===== src/rtl/spaceinvaders_vram_pkg.sv =====
// spaceinvaders_vram_pkg: shared constants and types for the VRAM arbiter
package spaceinvaders_vram_pkg;
  localparam logic [15:0] VRAM_BASE = 16'h2400;
  localparam int ADDR_W = 13;
  localparam int DATA_W = 8;
  localparam int VRAM_WORDS = 7168;
  localparam int VRAM_LAT = 3;
  typedef enum logic [1:0] {TAG_NONE, TAG_VID, TAG_CPU, TAG_CPU_OOR} vram_tag_e;
  typedef enum logic [1:0] {ST_IDLE, ST_WAIT, ST_ISSUED, ST_DONE} cpu_state_e;
endpackage


===== src/rtl/vram_req_pipe.sv =====
// vram_req_pipe: tag shift register steering RAM read data to the video or CPU output register
module vram_req_pipe
  import spaceinvaders_vram_pkg::*;
#(
  parameter int DW = DATA_W
) (
  input  logic          clk,
  input  logic          rst,
  input  vram_tag_e     i_tag,
  input  logic          i_vid_oor,
  input  logic [DW-1:0] i_rdata,
  output logic          o_vid_valid,
  output logic [DW-1:0] o_vid_data,
  output logic          o_cpu_ack,
  output logic [DW-1:0] o_cpu_rdata
);
  localparam int N = VRAM_LAT - 1;
  vram_tag_e r_tag [N];
  logic      r_oor [N];
  vram_tag_e w_tag;
  logic      w_zero;
  logic      w_cpu;
  always_comb begin
    w_tag  = r_tag[N-1];
    w_zero = r_oor[N-1] || w_tag == TAG_CPU_OOR;
    w_cpu  = w_tag == TAG_CPU || w_tag == TAG_CPU_OOR;
  end
  always_ff @(posedge clk) begin
    if (rst) begin
      for (int i = 0; i < N; i++) begin
        r_tag[i] <= TAG_NONE;
        r_oor[i] <= 1'b0;
      end
      o_vid_valid <= 1'b0;
      o_vid_data  <= '0;
      o_cpu_ack   <= 1'b0;
      o_cpu_rdata <= '0;
    end else begin
      r_tag[0] <= i_tag;
      r_oor[0] <= i_vid_oor;
      for (int i = 1; i < N; i++) begin
        r_tag[i] <= r_tag[i-1];
        r_oor[i] <= r_oor[i-1];
      end
      o_vid_valid <= w_tag == TAG_VID;
      o_cpu_ack   <= w_cpu;
      if (w_tag == TAG_VID) o_vid_data <= w_zero ? '0 : i_rdata;
      if (w_cpu) o_cpu_rdata <= w_zero ? '0 : i_rdata;
    end
  end
endmodule


===== src/rtl/vram_arbiter.sv =====
// vram_arbiter: shares the single-port VRAM between fixed-latency video fetches and
// handshaked CPU accesses; video always wins the slot
module vram_arbiter
  import spaceinvaders_vram_pkg::*;
#(
  parameter int ADDR_W       = spaceinvaders_vram_pkg::ADDR_W,
  parameter int DATA_W       = spaceinvaders_vram_pkg::DATA_W,
  parameter int VRAM_WORDS   = spaceinvaders_vram_pkg::VRAM_WORDS,
  parameter int CPU_MAX_WAIT = 3
) (
  input  logic              CLK_25MHZ,
  input  logic              RESET,
  input  logic              VID_REQ,
  input  logic [ADDR_W-1:0] VID_ADDR,
  output logic              VID_VALID,
  output logic [DATA_W-1:0] VID_DATA,
  input  logic              CPU_REQ,
  input  logic              CPU_WE,
  input  logic [ADDR_W-1:0] CPU_ADDR,
  input  logic [DATA_W-1:0] CPU_WDATA,
  output logic              CPU_ACK,
  output logic [DATA_W-1:0] CPU_RDATA,
  output logic              RAM_EN,
  output logic              RAM_WE,
  output logic [ADDR_W-1:0] RAM_ADDR,
  output logic [DATA_W-1:0] RAM_WDATA,
  input  logic [DATA_W-1:0] RAM_RDATA,
  output logic              STARVE
);
  localparam logic [ADDR_W-1:0] LIM = ADDR_W'(VRAM_WORDS);
  localparam int WAIT_W = 3;
  cpu_state_e        r_state, w_state_nxt;
  logic [WAIT_W-1:0] r_wait, w_wait_nxt;
  logic              w_vid_oor, w_cpu_oor, w_grant, w_ram_en, w_pipe_oor;
  vram_tag_e         w_tag;
  always_comb begin
    w_vid_oor   = VID_ADDR >= LIM;
    w_cpu_oor   = CPU_ADDR >= LIM;
    w_grant     = !VID_REQ && (r_state == ST_WAIT || (r_state == ST_IDLE && CPU_REQ));
    w_ram_en    = VID_REQ ? !w_vid_oor : w_grant && !w_cpu_oor;
    w_pipe_oor  = VID_REQ && w_vid_oor;
    w_tag       = VID_REQ ? TAG_VID : w_grant ? (w_cpu_oor ? TAG_CPU_OOR : TAG_CPU) : TAG_NONE;
    w_wait_nxt  = r_state != ST_WAIT ? '0 : &r_wait ? r_wait : r_wait + 1'b1;
    w_state_nxt = r_state == ST_IDLE   ? (CPU_REQ ? (VID_REQ ? ST_WAIT : ST_ISSUED) : ST_IDLE)
                : r_state == ST_WAIT   ? (VID_REQ ? ST_WAIT : ST_ISSUED)
                : r_state == ST_ISSUED ? (CPU_ACK ? ST_DONE : ST_ISSUED)
                : ST_IDLE;
  end
  always_ff @(posedge CLK_25MHZ) begin
    if (RESET) begin
      r_state   <= ST_IDLE;
      r_wait    <= '0;
      STARVE    <= 1'b0;
      RAM_EN    <= 1'b0;
      RAM_WE    <= 1'b0;
      RAM_ADDR  <= '0;
      RAM_WDATA <= '0;
    end else begin
      r_state <= w_state_nxt;
      r_wait  <= w_wait_nxt;
      STARVE  <= STARVE || w_wait_nxt > WAIT_W'(CPU_MAX_WAIT);
      RAM_EN  <= w_ram_en;
      RAM_WE  <= w_grant && !w_cpu_oor && CPU_WE;
      if (w_ram_en) RAM_ADDR <= VID_REQ ? VID_ADDR : CPU_ADDR;
      if (w_ram_en && !VID_REQ) RAM_WDATA <= CPU_WDATA;
    end
  end
  vram_req_pipe #(.DW(DATA_W)) u_pipe (
    .clk        (CLK_25MHZ),
    .rst        (RESET),
    .i_tag      (w_tag),
    .i_vid_oor  (w_pipe_oor),
    .i_rdata    (RAM_RDATA),
    .o_vid_valid(VID_VALID),
    .o_vid_data (VID_DATA),
    .o_cpu_ack  (CPU_ACK),
    .o_cpu_rdata(CPU_RDATA)
  );
endmodule


===== config.mk =====
export PLATFORM = sky130hd
export DESIGN_NAME = vram_arbiter
export DESIGN_NICKNAME = d
export VERILOG_FILES = /design/src/rtl/spaceinvaders_vram_pkg.sv /design/src/rtl/vram_req_pipe.sv /design/src/rtl/vram_arbiter.sv
export SDC_FILE = /design/constraint.sdc
export NUM_CORES = 1
export LEC_CHECK = 0
export CORE_MARGIN = 8
export CORE_UTILIZATION = 39
export DETAILED_ROUTE_END_ITERATION = 10
export GPL_TIMING_DRIVEN = 1
export PLACE_DENSITY = 0.76
export RECOVER_POWER = 100
export SKIP_CTS_REPAIR_TIMING = 1
export SKIP_LAST_GASP = 1
export SYNTH_ARGS = -nofsm -noshare
export SYNTH_HDL_FRONTEND = slang
export SYNTH_SLANG_ARGS = --single-unit

===== constraint.sdc =====
create_clock -name CLK_25MHZ -period 1.5 [get_ports CLK_25MHZ]
set_input_delay 0.3 -clock CLK_25MHZ [delete_from_list [all_inputs] [get_ports CLK_25MHZ]]
set_output_delay 0.3 -clock CLK_25MHZ [all_outputs]
set_load 0.02 [all_outputs]

==> metrics.cfg, run 1 <==
[clocking]
clock_path_buffers=2
numCtsBuffers=5
clkSlewWorstSetupHoldPaths_ns=0.09
cts.sink_count=53
clock_tree.root_cell=sky130_fd_sc_hd__clkbuf_8
clk_latency_ns=0.30
htree_num_levels=2
cts_tree=built

[die]
fp.coreArea_um2=5510
floorplan.initialDensity_pct=40.4
dieHeight_um=91.5
dieArea_um2=8380
die_width_um=91.5
core.rowCount=27
design.portCount=89

[routing]
finalWirelength_mm=5.96
drt-vias-per-instance=4.91
initialDrtViolationCount=79
remaining_drc_errors=0
final_antenna_net_count=0
routed_wire_length_per_instance_um=14.8
drt-pass1-iter-count=4
detailroute.via_count=1983

[final_layout]
area_growth_pct=38.3
finalNetCount=379
antennaDiodeCount=0
final_layout_size_suffix_gt1_share_pct=13.6
final-instance-count-excl-fill=404

[sta]
timing_max_transition_violations_final=0
max_clock_skew_ns=0.00378
setup_viol=0
report.final.hold_viol_count=0
worst-slew-pin-transition_ns=0.706
fmaxAchievable_mhz=686
period_minus_slack_ns=1.46
slew_headroom_pct=52.8
worst_hold_slack_ns=0.455
final_min_period_over_clock_period_pct=97.1

[worst_setup_path]
critical_path.startpoint=VID_REQ
crit_required_ns=1.69
cp-start-kind=input pin
worstReg2RegStart=r_state[0]
worst_setup_path_end_kind=register
cp.arrival_ns=1.65
top_fanout_value_on_the_critical_path=6
setup_crit_path_kind=input pin to register

[hold_path]
worst_hold_class=register to register
hold_sp=u_pipe.r_tag[0][0]

[logic_synthesis]
syn_area_um2=2230
synth.yosys.seq_area_share_pct=47.7
synthesis.yosys.warnings=0
synth.ff_latch_count=53
syn_nets=285
synth.distinct_cells=30
netlist_instances=237
synth_area_per_cell_um2=9.39

[power]
power.density_nw_per_um2=914
power.ir.vdd_worst_v=0.000440
reported_leakage_power_nw=1.18

[global_route]
first_pass_grt_wire_length_mm=9.74
grt.total_usage_pct=13.9
gr_ovfl_total=0
number_of_antenna_violations_at_the_first_check_in_global_routing=0
first_global_vias=2108
grt_start_max_net_pins=27

[place]
post-dp-hpwl_mm=4.60
gp_routability_congestion=0.788
numPortBuffers=88
dp.cells=396

[outcome]
result_of_the_run=finished, final reports clean

[run]
cap_viol_max_count=0

-- layout by cell type, fill, tap and decap left out, types with 3 or more instances in the layout --
cell / netlist / layout
sky130_fd_sc_hd__dfxtp_1: 53 / 53
sky130_fd_sc_hd__clkbuf_1: 9 / 45
sky130_fd_sc_hd__clkdlybuf4s50_1: 0 / 43
sky130_fd_sc_hd__a21oi_1: 27 / 27
sky130_fd_sc_hd__nand2_1: 22 / 22
sky130_fd_sc_hd__nor2_1: 18 / 18
sky130_fd_sc_hd__buf_4: 0 / 14
sky130_fd_sc_hd__mux2i_1: 13 / 13
sky130_fd_sc_hd__nor2b_1: 13 / 13
sky130_fd_sc_hd__nand3_1: 10 / 10
sky130_fd_sc_hd__nand3b_1: 10 / 10
sky130_fd_sc_hd__nand2b_1: 10 / 10
sky130_fd_sc_hd__mux2_2: 9 / 9
sky130_fd_sc_hd__nand4_1: 9 / 9
sky130_fd_sc_hd__o31ai_1: 8 / 5
sky130_fd_sc_hd__clkbuf_8: 0 / 5
sky130_fd_sc_hd__mux2_4: 4 / 4
sky130_fd_sc_hd__o31ai_2: 0 / 3
-- per-layer routing --
metal  track usage, %  share of wire, %
met5                0                 0
met4             3.27              0.86
met3             6.34                11
met2             22.7                46
met1             16.0                43
-- where the power goes --
group          internal (mW)  total [mW]  switching (mW)
logic                  0.271       0.546           0.275
registers               1.48        1.51          0.0385
clock network          0.324       0.755           0.431
total                   2.07        2.81           0.744
-- worst max-delay path, cell delays in order --
cell and delay (ns):
sky130_fd_sc_hd__clkdlybuf4s50_1 0.46, sky130_fd_sc_hd__buf_4 0.19, sky130_fd_sc_hd__a32oi_4 0.22, sky130_fd_sc_hd__buf_6 0.15
sky130_fd_sc_hd__mux2_2 0.33
-- worst paths after layout --
kind	end	slack, ns	depth (start not counted)
worst max register to register	RAM_WDATA[3]	0.10	4
worst max-delay path	RAM_ADDR[6]	0.04	5
worst min register to register	u_pipe.r_tag[0][2]	0.45	1
worst min-delay path	u_pipe.r_tag[0][2]	0.45	1
-- logic make-up after synthesis --
kind of cell / Yosys count / synth area share [%]
muxes: 26 / 13.1
and+or+nand+nor: 99 / 23.7
DFF: 53 / 47.7
xor gates and xnor gates: 1 / 0.394
AOI/OAI and AO/OA: 38 / 10.6
adders and majority gates: 1 / 0.562
buffers and inverters: 19 / 3.99
-- layout make-up --
cell class	instances	area [um2]
Clock buffer	6	72.6
Tap cell	72	90.1
Sequential cell	53	1060
Timing Repair Buffer	105	748
Fill cell	551	2430
Inverter	1	3.75
Clock inverter	2	10.0
Multi-Input combinational cell	165	1090
-- synthesized netlist by cell type, drive strengths merged --
cell / n / area (um2)
or2: 2 / 15.0
a31oi: 1 / 6.26
mux2i: 13 / 130
a21o: 1 / 7.51
ha: 1 / 12.5
dfxtp: 53 / 1060
nor2b: 13 / 81.3
nand4: 9 / 56.3
buf: 9 / 51.3
nor3: 1 / 5.00
inv: 1 / 3.75
nand2: 22 / 82.6
a21oi: 27 / 135
nand2b: 10 / 62.6
nor2: 19 / 73.8
xnor2: 1 / 8.76
nand3: 11 / 60.1
and3: 1 / 6.26
mux2: 13 / 161
clkbuf: 9 / 33.8
or3b: 1 / 8.76
a32oi: 1 / 27.5
o31ai: 8 / 60.1
nand3b: 10 / 75.1
-- metrics by stage --
step / setup WS (ns) / cell area (um2) / util, % / TNS, ns / power, mW
2_1_floorplan: 0.0255 / 2230 / - / 0 / 1.84
3_5_place_dp: -0.336 / 3230 / 58.7 / -6.40 / 2.16
3_3_place_gp: -0.285 / 3230 / 58.7 / -5.65 / 2.15
5_1_grt: -0.000111 / 3080 / 55.9 / -0.000111 / 2.96
6_report: 0.0432 / 3080 / 55.9 / 0 / 2.81
4_1_cts: -0.127 / 3320 / 60.2 / -2.84 / 2.91
-- sequential cells by signal, indices dropped and copies added (netlist names), 2 cells and up --
| name | flops |
|---|---|
| RAM_ADDR | 13 |
| RAM_WDATA | 8 |
| u_pipe.o_cpu_rdata | 8 |
| u_pipe.o_vid_data | 8 |
| u_pipe.r_tag | 4 |
| r_wait | 3 |
| r_state | 2 |
| u_pipe.r_oor | 2 |
No activity file was read; power rests on OpenSTA's default activity.
==> run 2, diff against run 1 <==
Settings changed: GPL_TIMING_DRIVEN 1 to not set, SETUP_SLACK_MARGIN set to 0.3.
==> metrics.cfg, run 2 (synthesis gave the netlist of run 1 again) <==
[die]
dieHeight_um=91.5
dieArea_um2=8380
fp.coreArea_um2=5510
floorplan.initialDensity_pct=40.4
design.portCount=89
core.rowCount=27
die_width_um=91.5

[final_layout]
final_layout_size_suffix_gt1_share_pct=12.1
antennaDiodeCount=0
max_ffs_per_register=13
most-common-layout-cells=sky130_fd_sc_hd__dfxtp_1, sky130_fd_sc_hd__clkbuf_1, sky130_fd_sc_hd__clkdlybuf4s50_1
finalNetCount=378
regMostFlops=RAM_ADDR
commonest_non_fill_non_tap_cell_in_the_layout=sky130_fd_sc_hd__dfxtp_1
utilization_pct=57.9
area_growth_pct=43.3

[sta]
final_min_period_over_clock_period_pct=96.4
fmaxAchievable_mhz=691
slew_headroom_pct=55.3
setup_viol=0
setup_ws_ns=0.0536
grt_setup_unrepaired=true
worst_hold_slack_ns=0.325
worst-slew-pin-transition_ns=0.667
period_minus_slack_ns=1.45
max_clock_skew_ns=0.00785
setup-tns-final_ns=0
timing_max_transition_violations_final=0
report.final.hold_viol_count=0

[routing]
routed_wire_length_per_instance_um=15.5
initialDrtViolationCount=66
drt-pass1-iter-count=4
drt-vias-per-instance=4.98
final_antenna_net_count=0
detailroute.via_count=2008
finalWirelength_mm=6.25
remaining_drc_errors=0

[clocking]
clkSlewWorstSetupHoldPaths_ns=0.09
numCtsBuffers=5
cts_tree=built
htree_num_levels=2
clock_path_buffers=2
clk_latency_ns=0.30
clock_tree.root_cell=sky130_fd_sc_hd__clkbuf_8
cts.sink_count=53

[place]
numPortBuffers=88
dpl_worst_slack_ns=-0.386
gp_routability_congestion=0.797
post-dp-hpwl_mm=4.54

[worst_setup_path]
r2r_slack_ns=0.06
worst_setup_path_end_kind=register
setup_crit_path_kind=input pin to register
worstReg2RegStart=r_state[0]
crit_required_ns=1.70
cp.arrival_ns=1.64
rr_worst_depth=4
top_fanout_value_on_the_critical_path=5
reg2reg_to=RAM_ADDR[5]
cp-start-kind=input pin

[global_route]
number_of_antenna_violations_at_the_first_check_in_global_routing=0
gr_ovfl_total=0
grt.total_usage_pct=14.6
grt_start_max_net_pins=54
first_pass_grt_wire_length_mm=10.1
first_global_vias=2108

[power]
total_chip_power_mw=3.20
power.ir.vdd_worst_v=0.000493
reported_leakage_power_nw=1.26
power.density_nw_per_um2=1000

[hold_path]
worst_hold_class=input pin to register
hold_path_end=u_pipe.r_oor[0][0]
hold_sp=VID_ADDR[12]
hold-path-cell-count=3

[outcome]
result_of_the_run=finished, final reports clean

[run]
cap_viol_max_count=0

==> run 2: layer usage <==
| metal | global-route usage, % | share of wire [%] | vias to the layer above |
|---|---|---|---|
| met2 | 23.2 | 46 | 74 |
| li1 | - | - | 1002 |
| met4 | 3.27 | 0.43 | 0 |
| met5 | 0 | 0 | - |
| met1 | 17.0 | 44 | 928 |
| met3 | 7.74 | 9.4 | 4 |
==> run 2: report_power, final <==
part	total, mW	switching, mW	leakage (nW)	internal (mW)
sequential	1.51	0.0388	0.433	1.48
clock	1.11	0.451	0.0681	0.663
combinational	0.577	0.289	0.755	0.288
total	3.20	0.778	1.26	2.43
==> run 2: worst max-delay path, stage by stage <==
cell	delay (ns)
sky130_fd_sc_hd__clkdlybuf4s50_1	0.50
sky130_fd_sc_hd__nand3_2	0.10
sky130_fd_sc_hd__a32oi_4	0.24
sky130_fd_sc_hd__clkbuf_16	0.21
sky130_fd_sc_hd__mux2_4	0.29
==> run 2: final cells by class <==
class	instances	area, um2
Clock buffer	5	68.8
Clock inverter	3	65.1
Sequential cell	53	1060
Multi-Input combinational cell	165	1100
Inverter	1	3.75
Tap cell	72	90.1
Timing Repair Buffer	104	800
Fill cell	523	2320
==> run 2: worst max-delay path by stage <==
stage	start	endpoint	slack, ns	cells after the start
after global routing	r_state[0]	RAM_ADDR[5]	0.01	4
after global placement	CPU_REQ	RAM_ADDR[5]	-0.34	5
after detailed placement	CPU_REQ	RAM_ADDR[7]	-0.39	5
final	VID_ADDR[10]	RAM_ADDR[5]	0.05	5
after floorplan	CPU_REQ	RAM_ADDR[10]	0.05	4
after CTS	u_pipe.o_cpu_ack	CPU_ACK	-0.14	1
==> run 2: per-stage QoR <==
stage	cells	cell area, um2
floorplan	237	2250
global placement	394	3260
detailed placement	394	3260
CTS	402	3390
global route	403	3190
finish	403	3190
